===== src/rtl/aes_round_sequencer.sv =====
// Round sequencer for an iterative AES-128 datapath: latches key/text on a start
// edge, issues one command per round over a start/done handshake, captures the result.
module aes_round_sequencer #(
  parameter int NUM_ROUNDS     = 10,
  parameter int TIMEOUT_CYCLES = 64
) (
  input  logic         HCLK,
  input  logic         HRESETn,
  input  logic         start,
  input  logic [127:0] aes_key,
  input  logic [127:0] aes_plaintext,
  output logic         dp_start,
  output logic [3:0]   dp_round,
  output logic         dp_final,
  output logic [127:0] dp_key,
  output logic [127:0] dp_text,
  input  logic         dp_done,
  input  logic [127:0] dp_state,
  output logic [127:0] aes_ciphertext,
  output logic         DONE,
  output logic         busy,
  output logic         err_timeout
);

  // state | meaning
  // IDLE  | waiting for a rising edge on start; results and flags hold
  // ISSUE | one-cycle round command to the datapath, round timer reloaded
  // WAIT  | waiting for dp_done; timer counts down, abort at terminal count
  typedef enum logic [1:0] {IDLE, ISSUE, WAIT} state_t;

  localparam int              TW       = (TIMEOUT_CYCLES > 2) ? $clog2(TIMEOUT_CYCLES) : 1;
  localparam logic [TW-1:0]   TMR_LOAD = TW'(TIMEOUT_CYCLES - 1);
  localparam logic [3:0]      LAST_RND = 4'(NUM_ROUNDS);

  state_t         state_q, state_d;
  logic           start_q, start_d;
  logic [3:0]     rnd_q, rnd_d;
  logic [TW-1:0]  tmr_q, tmr_d;
  logic [127:0]   key_q, key_d;
  logic [127:0]   text_q, text_d;
  logic [127:0]   ct_q, ct_d;
  logic           done_q, done_d;
  logic           busy_q, busy_d;
  logic           err_q, err_d;
  logic           trig;

  always_ff @(posedge HCLK or negedge HRESETn) begin
    if (!HRESETn) begin
      state_q <= IDLE;
      start_q <= 1'b0;
      rnd_q   <= '0;
      tmr_q   <= '0;
      key_q   <= '0;
      text_q  <= '0;
      ct_q    <= '0;
      done_q  <= 1'b0;
      busy_q  <= 1'b0;
      err_q   <= 1'b0;
    end else begin
      state_q <= state_d;
      start_q <= start_d;
      rnd_q   <= rnd_d;
      tmr_q   <= tmr_d;
      key_q   <= key_d;
      text_q  <= text_d;
      ct_q    <= ct_d;
      done_q  <= done_d;
      busy_q  <= busy_d;
      err_q   <= err_d;
    end
  end

  always_comb begin
    state_d = state_q;
    start_d = start;
    rnd_d   = rnd_q;
    tmr_d   = tmr_q;
    key_d   = key_q;
    text_d  = text_q;
    ct_d    = ct_q;
    done_d  = done_q;
    busy_d  = busy_q;
    err_d   = err_q;
    trig    = start & ~start_q;

    case (state_q)
      IDLE: begin
        if (trig) begin
          key_d   = aes_key;
          text_d  = aes_plaintext;
          rnd_d   = '0;
          done_d  = 1'b0;
          err_d   = 1'b0;
          busy_d  = 1'b1;
          state_d = ISSUE;
        end
      end
      ISSUE: begin
        tmr_d   = TMR_LOAD;
        state_d = WAIT;
      end
      WAIT: begin
        // dp_done is checked first so a reply on the last allowed cycle still counts
        if (dp_done) begin
          if (rnd_q == LAST_RND) begin
            ct_d    = dp_state;
            done_d  = 1'b1;
            busy_d  = 1'b0;
            state_d = IDLE;
          end else begin
            rnd_d   = rnd_q + 4'd1;
            state_d = ISSUE;
          end
        end else if (tmr_q == '0) begin
          err_d   = 1'b1;
          done_d  = 1'b1;
          busy_d  = 1'b0;
          state_d = IDLE;
        end else begin
          tmr_d = tmr_q - 1'b1;
        end
      end
      default: state_d = IDLE;
    endcase
  end

  assign dp_start       = (state_q == ISSUE);
  assign dp_round       = rnd_q;
  assign dp_final       = (rnd_q == LAST_RND);
  assign dp_key         = key_q;
  assign dp_text        = text_q;
  assign aes_ciphertext = ct_q;
  assign DONE           = done_q;
  assign busy           = busy_q;
  assign err_timeout    = err_q;

endmodule


===== config.mk =====
export PLATFORM = sky130hd
export DESIGN_NAME = aes_round_sequencer
export DESIGN_NICKNAME = d
export VERILOG_FILES = /design/src/rtl/aes_round_sequencer.sv
export SDC_FILE = /design/constraint.sdc
export NUM_CORES = 1
export LEC_CHECK = 0
export CAP_MARGIN = 20
export CORE_AREA = 2 2 305 307
export CTS_BUF_LIST = sky130_fd_sc_hd__clkbuf_8
export CTS_CLUSTER_SIZE = 40
export DETAILED_ROUTE_END_ITERATION = 8
export DIE_AREA = 0 0 307 309
export SLEW_MARGIN = 20
export SYNTH_ARGS = -nofsm -noshare
export SYNTH_HDL_FRONTEND = slang
export SYNTH_SLANG_ARGS = --single-unit

===== constraint.sdc =====
create_clock -name HCLK -period 1.65 [get_ports HCLK]
set_clock_uncertainty 0.15 [all_clocks]
set_input_delay 0.4125 -clock HCLK [delete_from_list [all_inputs] [get_ports HCLK]]
set_output_delay 0.4125 -clock HCLK [all_outputs]
set_load 0.01 [all_outputs]

; Word level (Yosys, flattened, before mapping)
; Index checks and enable logic that the tools add are counted.
; W data, S select, Z words.
[classes]
reduce_logical = 11
n_lt_le_gt_ge = 0
multipliers = 0
addsub = 2
n_shift = 0
n_div = 0
n_eq_ne = 11
bitwise_logic = 2
muxes = 24
[op_table]
columns = cell, count
row1 = $mux W4, 3
row2 = $mux W6, 2
row3 = $ne A2 B2 Y1 const B, 6
row4 = $pmux W6 S2, 1
row5 = $reduce_and A4 Y1, 3
row6 = $mux W1, 10
row7 = $pmux W4 S2, 1
row8 = $logic_not A6 Y1, 1
row9 = $mux W2, 3
row10 = $ne A3 B3 Y1 const B, 2
row11 = $pmux W1 S2, 3
row12 = $pmux W2 S3, 1
row13 = $reduce_and A3 Y1, 2
row14 = $sub A6 B1 Y6 const B, 1
row15 = $add A4 B1 Y4 const B, 1
row16 = $eq A4 B4 Y1 const B, 1
row17 = $reduce_and A2 Y1, 2
row18 = $reduce_bool A2 Y1, 2
row19 = $eq A2 B1 Y1 const B, 1
row20 = $eq A2 B2 Y1 const B, 1
row21 = $logic_not A2 Y1, 1
row22 = $and A1 B1 Y1, 1
row23 = $not A1 Y1, 1
[totals]
memories = 0
mem_bits_rw = 0
latchBits = 0
rom_bits = 0
inputBits = 388
reg_bits = 400
out_inout_bits = 393

; Longest topological paths before layout
[logic_depth]
depth_word = 4
mapped_depth = 9
mapped_depth_nobuf = 7

; Least setup slack after synthesis
; OpenSTA, ideal clock, no wires.
[synth_path]
path_type = reg-to-reg
from = register rnd_q[0] (netlist: dp_round[0])
to = register ct_q[100] (netlist: aes_ciphertext[100])
setup_slack_ps = -196
path_stages_with_launch = 8
path_buffers = 2
arrival_time_ps = 1571
setup_time_ps = 125
path_cell_list = dfrtp_1 > inv_1 > ha_1 > nand3b_4 > nor2_4 > buf_12 > buf_12 > mux2_4
[synth_between]
elab_chain_len = 2
[synth_rtl]
columns = item, line
row1 = from (decl), 37  ; logic [3:0] rnd_q, rnd_d;
row2 = from (signal assigned), 62  ; rnd_q <= rnd_d;
row3 = $eq A4 B4 Y1, 105  ; if (rnd_q == LAST_RND) begin
row4 = $reduce_and A3 Y1 (no source line), -
row5 = to (signal assigned), 66  ; ct_q <= ct_d;
row6 = to (decl), 41  ; logic [127:0] ct_q, ct_d;
; No other way between the ends.
; A chain may end at the register's enable or synchronous reset.

; Final worst setup path
[layout_path]
from = register rnd_q[0] (netlist: dp_round[0])
to = output dp_final
[layout_between]
elab_chain_len = 1
[layout_rtl]
columns = item, line
row1 = $eq A4 B4 Y1, 129  ; assign dp_final = (rnd_q == LAST_RND);
row2 = to (decl), 14  ; output logic dp_final,
; No other way between the ends.

==> impl_metrics.json <==
{
  "status": "finished, violations left",
  "failed_checks": "setup timing",
  "arrival_ns": 1.54,
  "met3_length_um": 5486,
  "cts_root_buf": "clkbuf_8",
  "ys.warnings.count": 0,
  "final-setup-viol-count": 790,
  "synth_seq_area_share": 0.6264,
  "top_layer": "met5",
  "vias": 14350,
  "ys.flop_type": "dfrtp_1",
  "hpwlAfterDp_um": 43380,
  "via_per_inst": 3.805,
  "fin_ws_ns": -0.4535,
  "finalNetCount": 2921,
  "wl_per_cell_um": 17.86,
  "ys_types": 41,
  "p_per_area_nw_per_um2": 1383,
  "drv_cap": 0,
  "place.gp.congestion": 0.8122,
  "drtAntennaViolNets": 0,
  "synth_seq_cells": 400,
  "critPathMostFrequentCell": "inv_2",
  "synth_common_cells": "nand2_1 (775), dfrtp_1 (400), mux2_4 (100)",
  "layout_min_cycle_time_ns": 2.103,
  "drc": 0,
  "postPlaceCellArea_um2": 25730,
  "cp-start-kind": "flip-flop",
  "min_path_type": "in2reg",
  "dpl_worst_slack_ns": -0.6032,
  "initial_core_util": 0.1749,
  "synth-edff-count": 0,
  "fillers": 9231,
  "power_mw": 41.18,
  "yosysTopAreaCell": "dfrtp_1",
  "critPathCaptureType": "output port",
  "htreeDepth": 3,
  "syn_nets": 1851,
  "required_ns": 1.09,
  "clockBufferDepth": 3,
  "worstHoldStart": "aes_key[46]",
  "grt_pass1_wl_um": 91360,
  "fmax_mhz": 475.4,
  "synthTopCellsByArea": "dfrtp_1 (63%), nand2_1 (18%), mux2_4 (9.4%)",
  "port_buffers": 780,
  "slowest_stage": "dfrtp_2",
  "critPathMaxStageDelay_ns": 0.41,
  "synthArstFlopShare": 1.000,
  "power.leakage_nw": 15.27,
  "startpoint": "dp_round[0]",
  "synth_area_um2": 15980,
  "cts.sinks": 400,
  "cts_buffers": 78,
  "cts_tree": "yes",
  "wl_met1_um": 25430,
  "wl_um": 67340,
  "num_rows": 111,
  "first_global_vias": 14670,
  "critPathKind": "reg2out",
  "clkSlewWorstSetupHoldPaths_ns": 0.06,
  "path_cells": "inv_2, ha_4, nand3b_4, inv_2, buf_6",
  "antenna_found_initial": 5,
  "hold_viol": 0,
  "drive_above_1_share": 0.4053,
  "die_height_um": 309,
  "synth_most_common_cell": "nand2_1",
  "grt-ovfl-total": 0,
  "worst_pin_slew_ns": 0.6339,
  "netlist.area_leader.share": 0.6264,
  "peakVddDrop_mv": 0.7712,
  "drt_iter0_drc": 675,
  "pin_count": 781,
  "drv_slew": 0,
  "dr_wl_met2_um": 34090,
  "clk_latency_ns": 0.68,
  "avgSynthCellArea_um2": 10.98,
  "cp_max_fo": 2,
  "rsz0062_at_grt": "true",
  "firstDrtPassIters": 5,
  "die_area_um2": 94860,
  "maxSlewHeadroom": 0.5760,
  "coreArea_um2": 91390,
  "grt_max_degree": 62,
  "syn_inst": 1455,
  "areaGrowthSynthToFinish_pct": 86.35,
  "die_w_um": 307,
  "r2r_start": "dp_round[0]",
  "design_area_um2": 29780,
  "fin_crit_sh": 1.275,
  "grt_use_total": 0.1274
}
what timing repair did:
action,4_1_cts,5_1_grt
endpoints found under the hold margin,400,0
pin swaps,8,106
gates cloned,21,32
buffers inserted,111,25
hold buffers,2,0
resized for setup,1898,201
endpoints found under the setup margin,787,802
layout by cell type (no fill, tap or decap), drive strengths merged, types with 2 or more instances in the layout:
cell type,Yosys,layout
nand2b,2,2
dlygate4sd3,0,2
o21ai,5,5
o31ai,5,5
clkinvlp,0,4
and3,3,3
a21oi,5,5
clkdlybuf4s50,0,386
nand3,3,3
buf,66,646
nand2,776,776
a211o,3,3
inv,9,33
nand4,4,4
or2,2,3
clkinv,0,6
bufbuf,0,2
and2,2,2
nor2,8,8
ha,8,8
clkbuf,8,129
bufinv,0,2
nor3,5,5
dfrtp,400,400
mux2,130,130
worst max-delay path: cells and delay by family, from the launching register on:
kind | cells | cell delay [ns]
fa+ha+maj | 1 | 0.13
flops | 1 | 0.41
simple gates | 1 | 0.08
buf+inv | 3 | 0.25
cell families (layout without fill, tap and decap cells):
logic type,count (synthesis),in the layout,synth area share
other,0,1,0
adder cells (fa/ha/maj),8,8,0.006264
AND/OR/NAND/NOR,809,810,0.1960
AO/OA/AOI/OAI,25,25,0.01104
flip-flops,400,400,0.6264
buffers and inverters,83,1210,0.04518
multiplexers,130,130,0.1151
cell type report:
class / instances / area (um2) / area share
sequential: 400 / 10010 / 0.3363
antenna: 1 / 2.502 / 0.00008404
tap: 1186 / 1484 / 0.04983
timing repair buffer: 1063 / 10780 / 0.3621
clock inverter: 36 / 215.2 / 0.007227
inverter: 9 / 41.29 / 0.001387
multi-input combinational: 973 / 5834 / 0.1959
clock buffer: 102 / 1404 / 0.04714
per-layer routing:
metal  vias up  GRT usage
li1       6763          -
met5         -          0
met1      6841     0.1398
met2       610     0.2237
met3       125    0.04193
met4         6    0.05695
metrics by stage:
step                hold WS (ns)  utilization  std cells  TNS, ns
finish                    0.1091       0.3258       3770  -159.69
global route             0.05094       0.3258       3770  -217.82
CTS                      0.01013       0.3090       3720  -189.30
detailed placement        0.1476       0.2815       3450  -199.90
global placement          0.1478       0.2815       3450  -194.76
floorplan               -0.03309            -       1455   -20.51
registers in the layout, indices dropped and copies added (netlist names):
name / flops
err_timeout: 1
aes_ciphertext: 128
start_q: 1
tmr_q: 6
dp_text: 128
dp_key: 128
dp_round: 4
busy: 1
state_q: 2
DONE: 1
final timing paths:
check	depth (start not counted)	end	slack, ns
setup / recovery	5	dp_final	-0.45
hold / removal	3	dp_key[46]	0.11
setup reg to reg	10	aes_ciphertext[25]	-0.44
hold reg to reg	2	dp_key[24]	0.31
max in group asynchronous	3	aes_ciphertext[39]	0.03
min in group asynchronous	3	aes_ciphertext[10]	0.28
power breakdown:
group	switching, mW	internal (mW)
Combinational	7.48	8.28
Clock	4.59	5.83
Sequential	2.15	12.9
Note: power is estimated with default switching activity, not from simulation.
